File: src/rtl/inst_share_sched.sv
// inst_share_sched: shares one fixed-latency `inst` unit (lower_ina/lower_inb -> lower_out)
// between NREQ requesters using round-robin arbitration, one transaction at a time.
//
// Ports:
//   clk, rst           clock, asynchronous active-high reset
//   req_vec[NREQ]      per-requester request level (held until its grant pulse)
//   ina_vec/inb_vec    per-requester operands, captured at the selection edge
//   gnt_vec[NREQ]      one-hot grant pulse (ISSUE cycle)
//   rsp_valid[NREQ]    one-hot response pulse (RESP cycle)
//   rsp_data           result bit, qualified by rsp_valid
//   lower_ina/inb      drive inst.lower_ina / inst.lower_inb
//   lower_out          from inst.lower_out, sampled LAT cycles after issue
//   busy               high whenever the FSM is not in IDLE
//
// Optional build macro INST_SHARE_SCHED_STATS_EN adds:
//   grant_cnt[16]      saturating count of ISSUE cycles
//   starve             sticky flag: a requester waited 64 consecutive cycles ungranted
//
// All outputs are registered: each is loaded from its next-state value, so it
// changes on the same edge as the FSM state it belongs to.

module inst_share_sched #(
  parameter int unsigned NREQ = 4,
  parameter int unsigned LAT  = 2,
  parameter int unsigned IW   = 4
) (
  input  logic            clk,
  input  logic            rst,
  input  logic [NREQ-1:0] req_vec,
  input  logic [NREQ-1:0] ina_vec,
  input  logic [NREQ-1:0] inb_vec,
  output logic [NREQ-1:0] gnt_vec,
  output logic [NREQ-1:0] rsp_valid,
  output logic            rsp_data,
  output logic            lower_ina,
  output logic            lower_inb,
  input  logic            lower_out,
  output logic            busy
`ifdef INST_SHARE_SCHED_STATS_EN
  ,
  output logic [15:0]     grant_cnt,
  output logic            starve
`endif
);

  // Search index needs one extra bit so rr_ptr + offset can exceed NREQ before wrapping.
  localparam int unsigned PW = IW + 1;

  typedef enum logic [1:0] {
    IDLE  = 2'd0,
    ISSUE = 2'd1,
    WAIT  = 2'd2,
    RESP  = 2'd3
  } state_t;

  state_t          state, state_nxt;
  logic [IW-1:0]   rr_ptr, rr_nxt;
  logic [IW-1:0]   wcnt, wcnt_nxt;
  logic [IW-1:0]   sel_idx, sel_nxt;
  logic            lat_ina, lat_ina_nxt;
  logic            lat_inb, lat_inb_nxt;

  logic [NREQ-1:0] gnt_nxt;
  logic [NREQ-1:0] rsp_valid_nxt;
  logic            rsp_data_nxt;
  logic            lower_ina_nxt;
  logic            lower_inb_nxt;
  logic            busy_nxt;

  logic            found;
  logic [IW-1:0]   pick;
  logic            pick_ina;
  logic            pick_inb;

  // One-hot vector with bit i set; shifting avoids indexing with an oversized index.
  function automatic logic [NREQ-1:0] onehot(input logic [IW-1:0] i);
    return {{(NREQ-1){1'b0}}, 1'b1} << i;
  endfunction

  // Round-robin search: first set request bit at or above rr_ptr, wrapping modulo NREQ.
  always_comb begin
    logic [PW-1:0]   idx;
    logic [NREQ-1:0] req_sh;
    found  = 1'b0;
    pick   = '0;
    idx    = '0;
    req_sh = '0;
    for (int unsigned i = 0; i < NREQ; i++) begin
      idx = {1'b0, rr_ptr} + PW'(i);
      if (idx >= PW'(NREQ)) begin
        idx = idx - PW'(NREQ);
      end
      req_sh = req_vec >> idx;
      if (!found && req_sh[0]) begin
        found = 1'b1;
        pick  = idx[IW-1:0];
      end
    end
  end

  // Operands of the winning requester, captured only at the selection edge.
  always_comb begin
    logic [NREQ-1:0] ina_sh;
    logic [NREQ-1:0] inb_sh;
    ina_sh   = ina_vec >> pick;
    inb_sh   = inb_vec >> pick;
    pick_ina = ina_sh[0];
    pick_inb = inb_sh[0];
  end

  // Next-state and next-output logic.
  always_comb begin
    state_nxt     = state;
    rr_nxt        = rr_ptr;
    wcnt_nxt      = wcnt;
    sel_nxt       = sel_idx;
    lat_ina_nxt   = lat_ina;
    lat_inb_nxt   = lat_inb;
    gnt_nxt       = '0;
    rsp_valid_nxt = '0;
    rsp_data_nxt  = 1'b0;
    lower_ina_nxt = 1'b0;
    lower_inb_nxt = 1'b0;
    busy_nxt      = 1'b0;

    unique case (state)
      IDLE: begin
        if (found) begin
          state_nxt     = ISSUE;
          sel_nxt       = pick;
          lat_ina_nxt   = pick_ina;
          lat_inb_nxt   = pick_inb;
          rr_nxt        = (pick == IW'(NREQ - 1)) ? '0 : pick + IW'(1);
          gnt_nxt       = onehot(pick);
          lower_ina_nxt = pick_ina;
          lower_inb_nxt = pick_inb;
        end
      end

      ISSUE: begin
        state_nxt     = WAIT;
        wcnt_nxt      = IW'(LAT);
        lower_ina_nxt = lat_ina;
        lower_inb_nxt = lat_inb;
      end

      WAIT: begin
        wcnt_nxt = wcnt - IW'(1);
        if (wcnt == IW'(1)) begin
          // Last wait cycle: lower_out is valid now; RESP drives the unit inputs low.
          state_nxt     = RESP;
          rsp_valid_nxt = onehot(sel_idx);
          rsp_data_nxt  = lower_out;
        end else begin
          lower_ina_nxt = lat_ina;
          lower_inb_nxt = lat_inb;
        end
      end

      RESP: begin
        state_nxt = IDLE;
      end

      default: begin
        state_nxt = IDLE;
      end
    endcase

    busy_nxt = (state_nxt != IDLE);
  end

  // State and registered outputs.
  always_ff @(posedge clk or posedge rst) begin
    if (rst) begin
      state     <= IDLE;
      rr_ptr    <= '0;
      wcnt      <= '0;
      sel_idx   <= '0;
      lat_ina   <= 1'b0;
      lat_inb   <= 1'b0;
      gnt_vec   <= '0;
      rsp_valid <= '0;
      rsp_data  <= 1'b0;
      lower_ina <= 1'b0;
      lower_inb <= 1'b0;
      busy      <= 1'b0;
    end else begin
      state     <= state_nxt;
      rr_ptr    <= rr_nxt;
      wcnt      <= wcnt_nxt;
      sel_idx   <= sel_nxt;
      lat_ina   <= lat_ina_nxt;
      lat_inb   <= lat_inb_nxt;
      gnt_vec   <= gnt_nxt;
      rsp_valid <= rsp_valid_nxt;
      rsp_data  <= rsp_data_nxt;
      lower_ina <= lower_ina_nxt;
      lower_inb <= lower_inb_nxt;
      busy      <= busy_nxt;
    end
  end

`ifdef INST_SHARE_SCHED_STATS_EN
  // Per-requester count of consecutive ungranted request cycles, saturating at 64.
  logic [6:0] starve_cnt [NREQ];

  always_ff @(posedge clk or posedge rst) begin
    if (rst) begin
      grant_cnt <= '0;
      starve    <= 1'b0;
      for (int i = 0; i < int'(NREQ); i++) begin
        starve_cnt[i] <= '0;
      end
    end else begin
      if (state == ISSUE && grant_cnt != 16'hFFFF) begin
        grant_cnt <= grant_cnt + 16'd1;
      end
      for (int i = 0; i < int'(NREQ); i++) begin
        if (req_vec[i] && !gnt_vec[i]) begin
          if (starve_cnt[i] != 7'd64) begin
            starve_cnt[i] <= starve_cnt[i] + 7'd1;
          end
          // This edge completes the 64th consecutive waiting cycle.
          if (starve_cnt[i] == 7'd63) begin
            starve <= 1'b1;
          end
        end else begin
          starve_cnt[i] <= '0;
        end
      end
    end
  end
`endif

endmodule

File: config.mk
export PLATFORM = sky130hd
export DESIGN_NAME = inst_share_sched
export DESIGN_NICKNAME = d
export VERILOG_FILES = /design/src/rtl/inst_share_sched.sv
export SDC_FILE = /design/constraint.sdc
export NUM_CORES = 1
export LEC_CHECK = 0
export CELL_PAD_IN_SITES_DETAIL_PLACEMENT = 0
export CELL_PAD_IN_SITES_GLOBAL_PLACEMENT = 1
export CORE_UTILIZATION = 35
export CTS_BUF_LIST = sky130_fd_sc_hd__clkbuf_8
export CTS_CLUSTER_SIZE = 16
export DETAILED_ROUTE_END_ITERATION = 8
export PLACE_DENSITY = 0.69
export SYNTH_ARGS = -nofsm -noshare
export SYNTH_HDL_FRONTEND = slang
export SYNTH_SLANG_ARGS = --single-unit
File: constraint.sdc
create_clock -name clk -period 5.3 [get_ports clk]
set_input_delay 1.06 -clock clk [delete_from_list [all_inputs] [get_ports clk]]
set_output_delay 1.06 -clock clk [all_outputs]
set_load 0.005 [all_outputs]
==> impl_summary.txt <==
----------------------------------------------------
[Timing]
  Worst slew slack as a fraction of its limit ... 30.8%
  Minimum period implied by the final worst setup slack ... 3.88 ns
  Final setup TNS ... 0 ns
  # setup viols final ... 0
  Fmax achieved ... 258 MHz
  Maximum clock skew at final layout ... 0.00141 ns
  Period Utilization, post-route ... 73.2%
  Setup repair after global routing missed its margin ... no
  Slew at the pin closest to its max-slew limit ... 1.04 ns
  Max Transition Viols Final ... 0
  Count of final hold-check violations ... 0

[Synthesis]
  Number of distinct library cells after synthesis ... 45
  Share of async-settable or async-resettable flops after synthesis ... 100%
  Mapped Cells ... 194
  Library cell occupying the most area in the post-synthesis netlist ... dfrtp_1
  Yosys warning count ... 0
  Cell area after synthesis ... 0.00187 mm2
  Mean instance size in the synthesized netlist ... 9.64 um2
  Biggest area contributors in the synthesized netlist ... dfrtp_1 (37%), ha_1 (15%), nor2_1 (4.2%)
  Top-area cell type share of the netlist area ... 37.5%
  Number of flip-flops and latches in the synthesized netlist ... 28
  Count of flip-flops with a built-in enable after synthesis ... 0
  Total nets after synthesis ... 231
  Main synth FF type ... dfrtp_1
  Sequential-to-total area share from yosys stat ... 37.5%

[Setup path]
  CP max FO ... 15
  Path type of the worst setup path ... reg -> reg
  Capturing element type of the critical path ... flop
  Kind of start point of the critical path ... flop
  Slowest cell on the critical path ... o31ai_2
  Crit path top cell by count ... ha_1
  Cell breakdown of the critical path ... inv_1 > ha_1 > a21oi_1 > xnor2_1 > ha_1 > nor2b_1 > o31ai_1 > a32o_1 > and2_1 > o31ai_2 > nand3b_1 > o22ai_1 > a21o_2
  Endpoint required time on the critical path ... 5.47 ns
  Slowest Stage Delay on Critical Path ... 0.77 ns
  Critical path data arrival time ... 4.05 ns

[Floorplan]
  Die outline width ... 75.1 um
  Initial core utilization ... 36.4%
  Die boundary height ... 75.1 um
  Num ports ... 27
  Core area ... 0.00514 mm2
  Total die area ... 0.00564 mm2
  Std-Cell Rows ... 26

[Run status]
  Status ... finished clean

[Power]
  Max VDD drop ... 0.232 mV
  Part of the total power dissipated in sequential elements ... 27.9%
  Leakage power ... 1.04 nW
  Net switching fraction of the power ... 41.5%
  Net switching power ... 512 uW
  Share of total power in the clock network ... 13.6%
  Internal Pwr Total ... 721 uW
  Share of power burned in combinational logic ... 58.5%
  P per Cell Area ... 545 mW/mm2

[Final layout]
  Count of filler cells inserted in the layout ... 552
  Post-layout nets ... 257
  Sequential cell area ... 701 um2
  Multi-input combinational cell area ... 0.00107 mm2
  Share of post-route cells with drive strength above 1 ... 8.22%
  Layout Cells excl Fill ... 289
  Count of antenna diodes in the layout ... 0
  Most used cells in the layout excluding fill and tap cells ... dfrtp_1 (28), clkdlybuf4s50_1 (26), ha_1 (22)
  Most common library cell in the layout ignoring fill and taps ... dfrtp_1
  Post-synthesis to final-layout area growth ... 20.9%

[Routing]
  Number of design rule violations left after detail routing ... 0
  Metal2 WL ... 1560 um
  Length of routed met3 wiring ... 88 um
  Number of DRC markers in iteration 0 ... 40
  M1 WL ... 1790 um
  Vias ... 1368
  Post-detailed-route count of antenna-violating nets ... 0
  Detail-routed via count per cell ... 4.73
  Highest metal layer used by the detailed router ... met4
  Per-cell routed wire length ... 12.0 um
  Total routed wirelength ... 3470 um
  TritonRoute pass-1 iters ... 4

[Global routing]
  Vias in the first global route ... 1232
  Pin count of the biggest net entering global routing ... 29
  Overall Global Routing Usage ... 13.8%
  GRT overflow ... 0
  Wire length of the first global-routing pass ... 5890 um
  Initial antenna violation count ... 0

[Placed design]
  # port buffers ... 26
  Cells after DPL ... 285
  Gp weighted congestion ... 0.785
  Post-DP HPWL ... 2640 um

[Clock tree]
  Source-to-sink clock delay at the later pin of the worst-skew pair ... 0.27 ns
  Clock root buffer master ... clkbuf_8
  Count of clock tree sinks ... 28
  Longest Clk Path Bufs ... 2
  Register clock-pin slew on the reported worst setup and hold paths ... 0.09 ns
  CTS buffer count ... 3
  Total setup buffers inserted after CTS ... 0
  Hold bufs inserted after CTS ... 0
  TritonCTS clock tree ... done
  Post-cts gate resize count ... 0
  Number of H-tree branching levels ... 1

[Run]
  MaxCap Viol Count ... 0

[Min path]
  Worst min-delay path class ... reg -> reg

----------------------------------------------------
[synth_stat cells (2+ instances only)]
| library cell | number |
|---|---|
| o2bb2ai_1 | 2 |
| a21o_2 | 2 |
| clkbuf_1 | 3 |
| mux2_2 | 2 |
| nand3_1 | 4 |
| xnor2_1 | 4 |
| nand2b_1 | 2 |
| nor2_1 | 21 |
| nand2_1 | 14 |
| inv_1 | 19 |
| nand3b_1 | 4 |
| a22o_1 | 2 |
| dfrtp_1 | 28 |
| a21boi_0 | 2 |
| o22ai_1 | 4 |
| a21o_1 | 2 |
| and2_1 | 8 |
| ha_1 | 22 |
| a21oi_1 | 6 |
| and3_1 | 2 |
| o21ai_0 | 6 |
| mux2i_1 | 6 |
| o31ai_1 | 2 |
| nor2b_1 | 2 |
| nor3_1 | 4 |
| a32o_1 | 2 |
[flip-flops by register name, indices dropped and copies added, names as in the netlist, 2 cells and up]
register	flops
rsp_valid	4
rr_ptr	4
gnt_vec	4
sel_idx	4
wcnt	4
state	2
[kinds of logic after synthesis]
logic type | after synthesis | synth area share, %
compound gates | 37 | 15.1
xor+xnor | 4 | 1.87
fa+ha+maj | 22 | 14.7
buf+inv | 25 | 5.48
flops | 28 | 37.5
mux | 10 | 7.02
simple gates | 68 | 18.4
[per-layer routing]
layer	global-route usage, %	up-vias
met5	0	-
met4	3.14	0
met3	3.21	5
met2	21.1	17
met1	19.8	635
li1	-	711
[worst paths after layout]
| check | startpoint | end | slack [ns] | cells past startpoint |
|---|---|---|---|---|
| max | rr_ptr[1]$_DFFE_PP0P_ | lat_inb$_DFFE_PP0P_ | 1.42 | 13 |
| min | sel_idx[1]$_DFFE_PP0P_ | rsp_valid[1]$_DFF_PP0_ | 0.45 | 1 |
| max reg2reg | rr_ptr[1]$_DFFE_PP0P_ | lat_inb$_DFFE_PP0P_ | 1.42 | 13 |
| min reg2reg | sel_idx[1]$_DFFE_PP0P_ | rsp_valid[1]$_DFF_PP0_ | 0.45 | 1 |
| max in group asynchronous | rst | sel_idx[0]$_DFFE_PP0P_ | 3.35 | 2 |
| min in group asynchronous | rst | lat_ina$_DFFE_PP0P_ | 1.33 | 2 |
[power groups by stage]
stage	combinational [mW]	clock (mW)	sequential [mW]
after floorplan	0.579	0	0.326
after global placement	0.725	0	0.349
after detailed placement	0.726	0	0.350
after CTS	0.728	0.175	0.345
after global routing	0.823	0.181	0.356
final	0.722	0.167	0.344
[layout make-up]
| cell class | instances | share of cell area (%) |
|---|---|---|
| timing repair buffer | 26 | 11.5 |
| multi-input combinational | 141 | 47.2 |
| clock buffer | 3 | 1.83 |
| clock inverter | 1 | 1.33 |
| tap | 70 | 3.87 |
| inverter | 20 | 3.32 |
| sequential | 28 | 31.0 |
[worst max-delay path: cells and delay by family, from the launching register on]
| kind | cells | cell delay (ns) |
|---|---|---|
| compound gates | 6 | 1.57 |
| xor+xnor | 1 | 0.24 |
| fa+ha+maj | 2 | 0.51 |
| buf+inv | 1 | 0.23 |
| flops | 1 | 0.58 |
| simple gates | 3 | 0.62 |
[stage by stage]
stage / setup slack [ns] / hold slack (ns) / cell area [um2] / util (%) / total power, mW
finish: 1.42 / 0.453 / 2260 / 44.0 / 1.23
global route: 1.00 / 0.482 / 2260 / 44.0 / 1.36
CTS: 1.39 / 0.457 / 2260 / 44.0 / 1.25
detailed placement: 1.41 / 0.444 / 2190 / 42.6 / 1.08
global placement: 1.48 / 0.448 / 2190 / 42.6 / 1.07
floorplan: 2.22 / 0.424 / 1870 / - / 0.905
Note: power is estimated with default switching activity, not from simulation.
==> patch, RTL diff (same flow settings) <==
The option `INST_SHARE_SCHED_STATS_EN` is turned on by a define.
--- a/src/rtl/inst_share_sched.sv
+++ b/src/rtl/inst_share_sched.sv
@@ -20,2 +20,4 @@
 // changes on the same edge as the FSM state it belongs to.
+
+`define INST_SHARE_SCHED_STATS_EN
 
Formal check against the unedited RTL (old outputs only; new: grant_cnt and starve): equivalent (Yosys induction, for registers that start in step).
==> patch against the original RTL <==
Sequential cell count up 45. Non-clock buffer count increased by 19. Die area increased by 120%. Wire length increased to 2.7 times the old value. Power decreased by 8.7%. Largest cell class unchanged. Largest power group is now sequential cells. Setup slack got worse by 0.097 ns. Final area up 120%. Combinational power fell by 91%. Sequential power grew 67%. Synthesized area rose by 130%. Core utilization down 0.79 points. Critical path type unchanged. First-iteration DRC count rose to 3.1 times the old value.
==> patch: results (changes against the original RTL) <==
max incr delay on CP 0.73 ns (was 0.77 ns); switching power 0.268 mW (was 0.512 mW); Layout Nets 523 (was 257); worst skew pair latency 0.36 ns (was 0.27 ns); cts bufs inserted 9 (was 3); Avg Synthesized Cell Area 9.81 um2 (was 9.64 um2); first-pass GRT wire length 15.8 mm (was 5.89 mm); pre-CTS setup slack 1.33 ns (was 1.41 ns); hold worst-path end rsp_valid[1]$_DFF_PP0_ (unchanged); placed cells 609 (was 285); Arrival @ worst endpoint 4.22 ns (was 4.05 ns); Worst Setup SP rr_ptr[0]$_DFFE_PP0P_ (was rr_ptr[1]$_DFFE_PP0P_); outcome finished, final reports clean (unchanged); ratio of cells with drive above 1 in the final layout 6.43% (was 8.22%); HPWL after detailed placement 6.79 mm (was 2.64 mm); Synth area leaders dfrtp_1 (43%), ha_1 (9.1%), xnor2_1 (4.9%) (was dfrtp_1 (37%), ha_1 (15%), nor2_1 (4.2%)); Largest regs starve_cnt: 28 flops, grant_cnt: 16 flops; post-layout util 43.2% (was 44.0%); H-tree depth 3 (was 1); R2R depth 12 (was 13); vias in the first global route 3280 (was 1232); pins over their slew limit 0 (unchanged); Rel. slew slack 37.4% (was 30.8%); Max VDD drop 0.154 mV (was 0.232 mV); Reg2Reg Capture Point rr_ptr[1]$_DFFE_PP0P_ (was lat_inb$_DFFE_PP0P_); port buffer count 43 (was 26); Slowest cell on crit path dfrtp_1 (was o31ai_2); Placer Congestion 0.750 (was 0.785); Post-CTS Resized 0 (unchanged); Via density 5.15 (was 4.73); Clock Power Share 43.5% (was 13.6%); Worst Hold Slack 0.460 ns (was 0.453 ns); Avg WL per Cell 14.8 um (was 12.0 um); gr usage total 15.9% (was 13.8%); Net Count, Synth 481 (was 231); Sw Share 23.8% (was 41.5%); synth unique cells 58 (was 45); final cell count without fillers 625 (was 289); Worst Hold Path Cells 1 (unchanged); largest net degree at the start of global routing 46 (was 29); # fillers 1110 (was 552); DP Area 4820 um2 (was 2190 um2); Leak Pwr 2.26 nW (was 1.04 nW); Critical Path Fanout Max 18 (was 15); clk_skew 0.00980 ns (was 0.00141 ns); combinational share of power 5.7% (was 58.5%); Commonest cells post-synth dfrtp_1 (73), nand2_1 (33), nor2_1 (33) (was dfrtp_1 (28), ha_1 (22), nor2_1 (21)); sequential area share after synthesis 42.8% (was 37.5%); First DRT Iteration DRCs 125 (was 40)
-- patch: cell types whose count changed in the layout (fill, tap and decap cells not counted), moves of 13 or more --
cell	before	now
clkdlybuf4s50_1	26	43
dfrtp_1	28	73
nand2_1	14	33
nand3_1	4	23
xnor2_1	4	24
xor2_1	0	13
-- patch: metal layers --
metal	wire [um]	global-route usage (%)	share of wire, %
met5	0	0	0
met4	174	6.04	1.9
met3	262	4.16	2.8
met2	4480	26.8	49
met1	4310	19.5	47
-- patch: how the worst max path moves through the flow --
stage / to / slack (ns) / cells after the start
final: rr_ptr[1]$_DFFE_PP0P_ / 1.33 / 12
after global routing: rr_ptr[1]$_DFFE_PP0P_ / 1.0 / 13
after CTS: rr_ptr[1]$_DFFE_PP0P_ / 1.31 / 13
after detailed placement: rr_ptr[1]$_DFFE_PP0P_ / 1.33 / 13
after global placement: rr_ptr[1]$_DFFE_PP0P_ / 1.36 / 13
after floorplan: rr_ptr[1]$_DFFE_PP0P_ / 1.82 / 13
-- patch: area by class of cell --
type,count,share of cell area (%)
Sequential cell,73,36.2
Clock inverter,7,1.89
Inverter,31,2.31
Clock buffer,9,2.46
Multi-Input combinational cell,317,44.7
Tap cell,143,3.55
Timing Repair Buffer,45,8.84
-- patch: kinds of logic (layout without fill, tap and decap cells) --
family                     after synthesis  in the layout  synth area share, %
AOI/OAI and AO/OA                       85             85                 14.2
muxes                                   15             15                 4.60
and+or+nand+nor                        149            149                 17.4
DFF                                     73             73                 42.8
buffers and inverters                   45             92                 4.34
xor gates and xnor gates                37             37                 7.60
adders and majority gates               31             31                 9.09
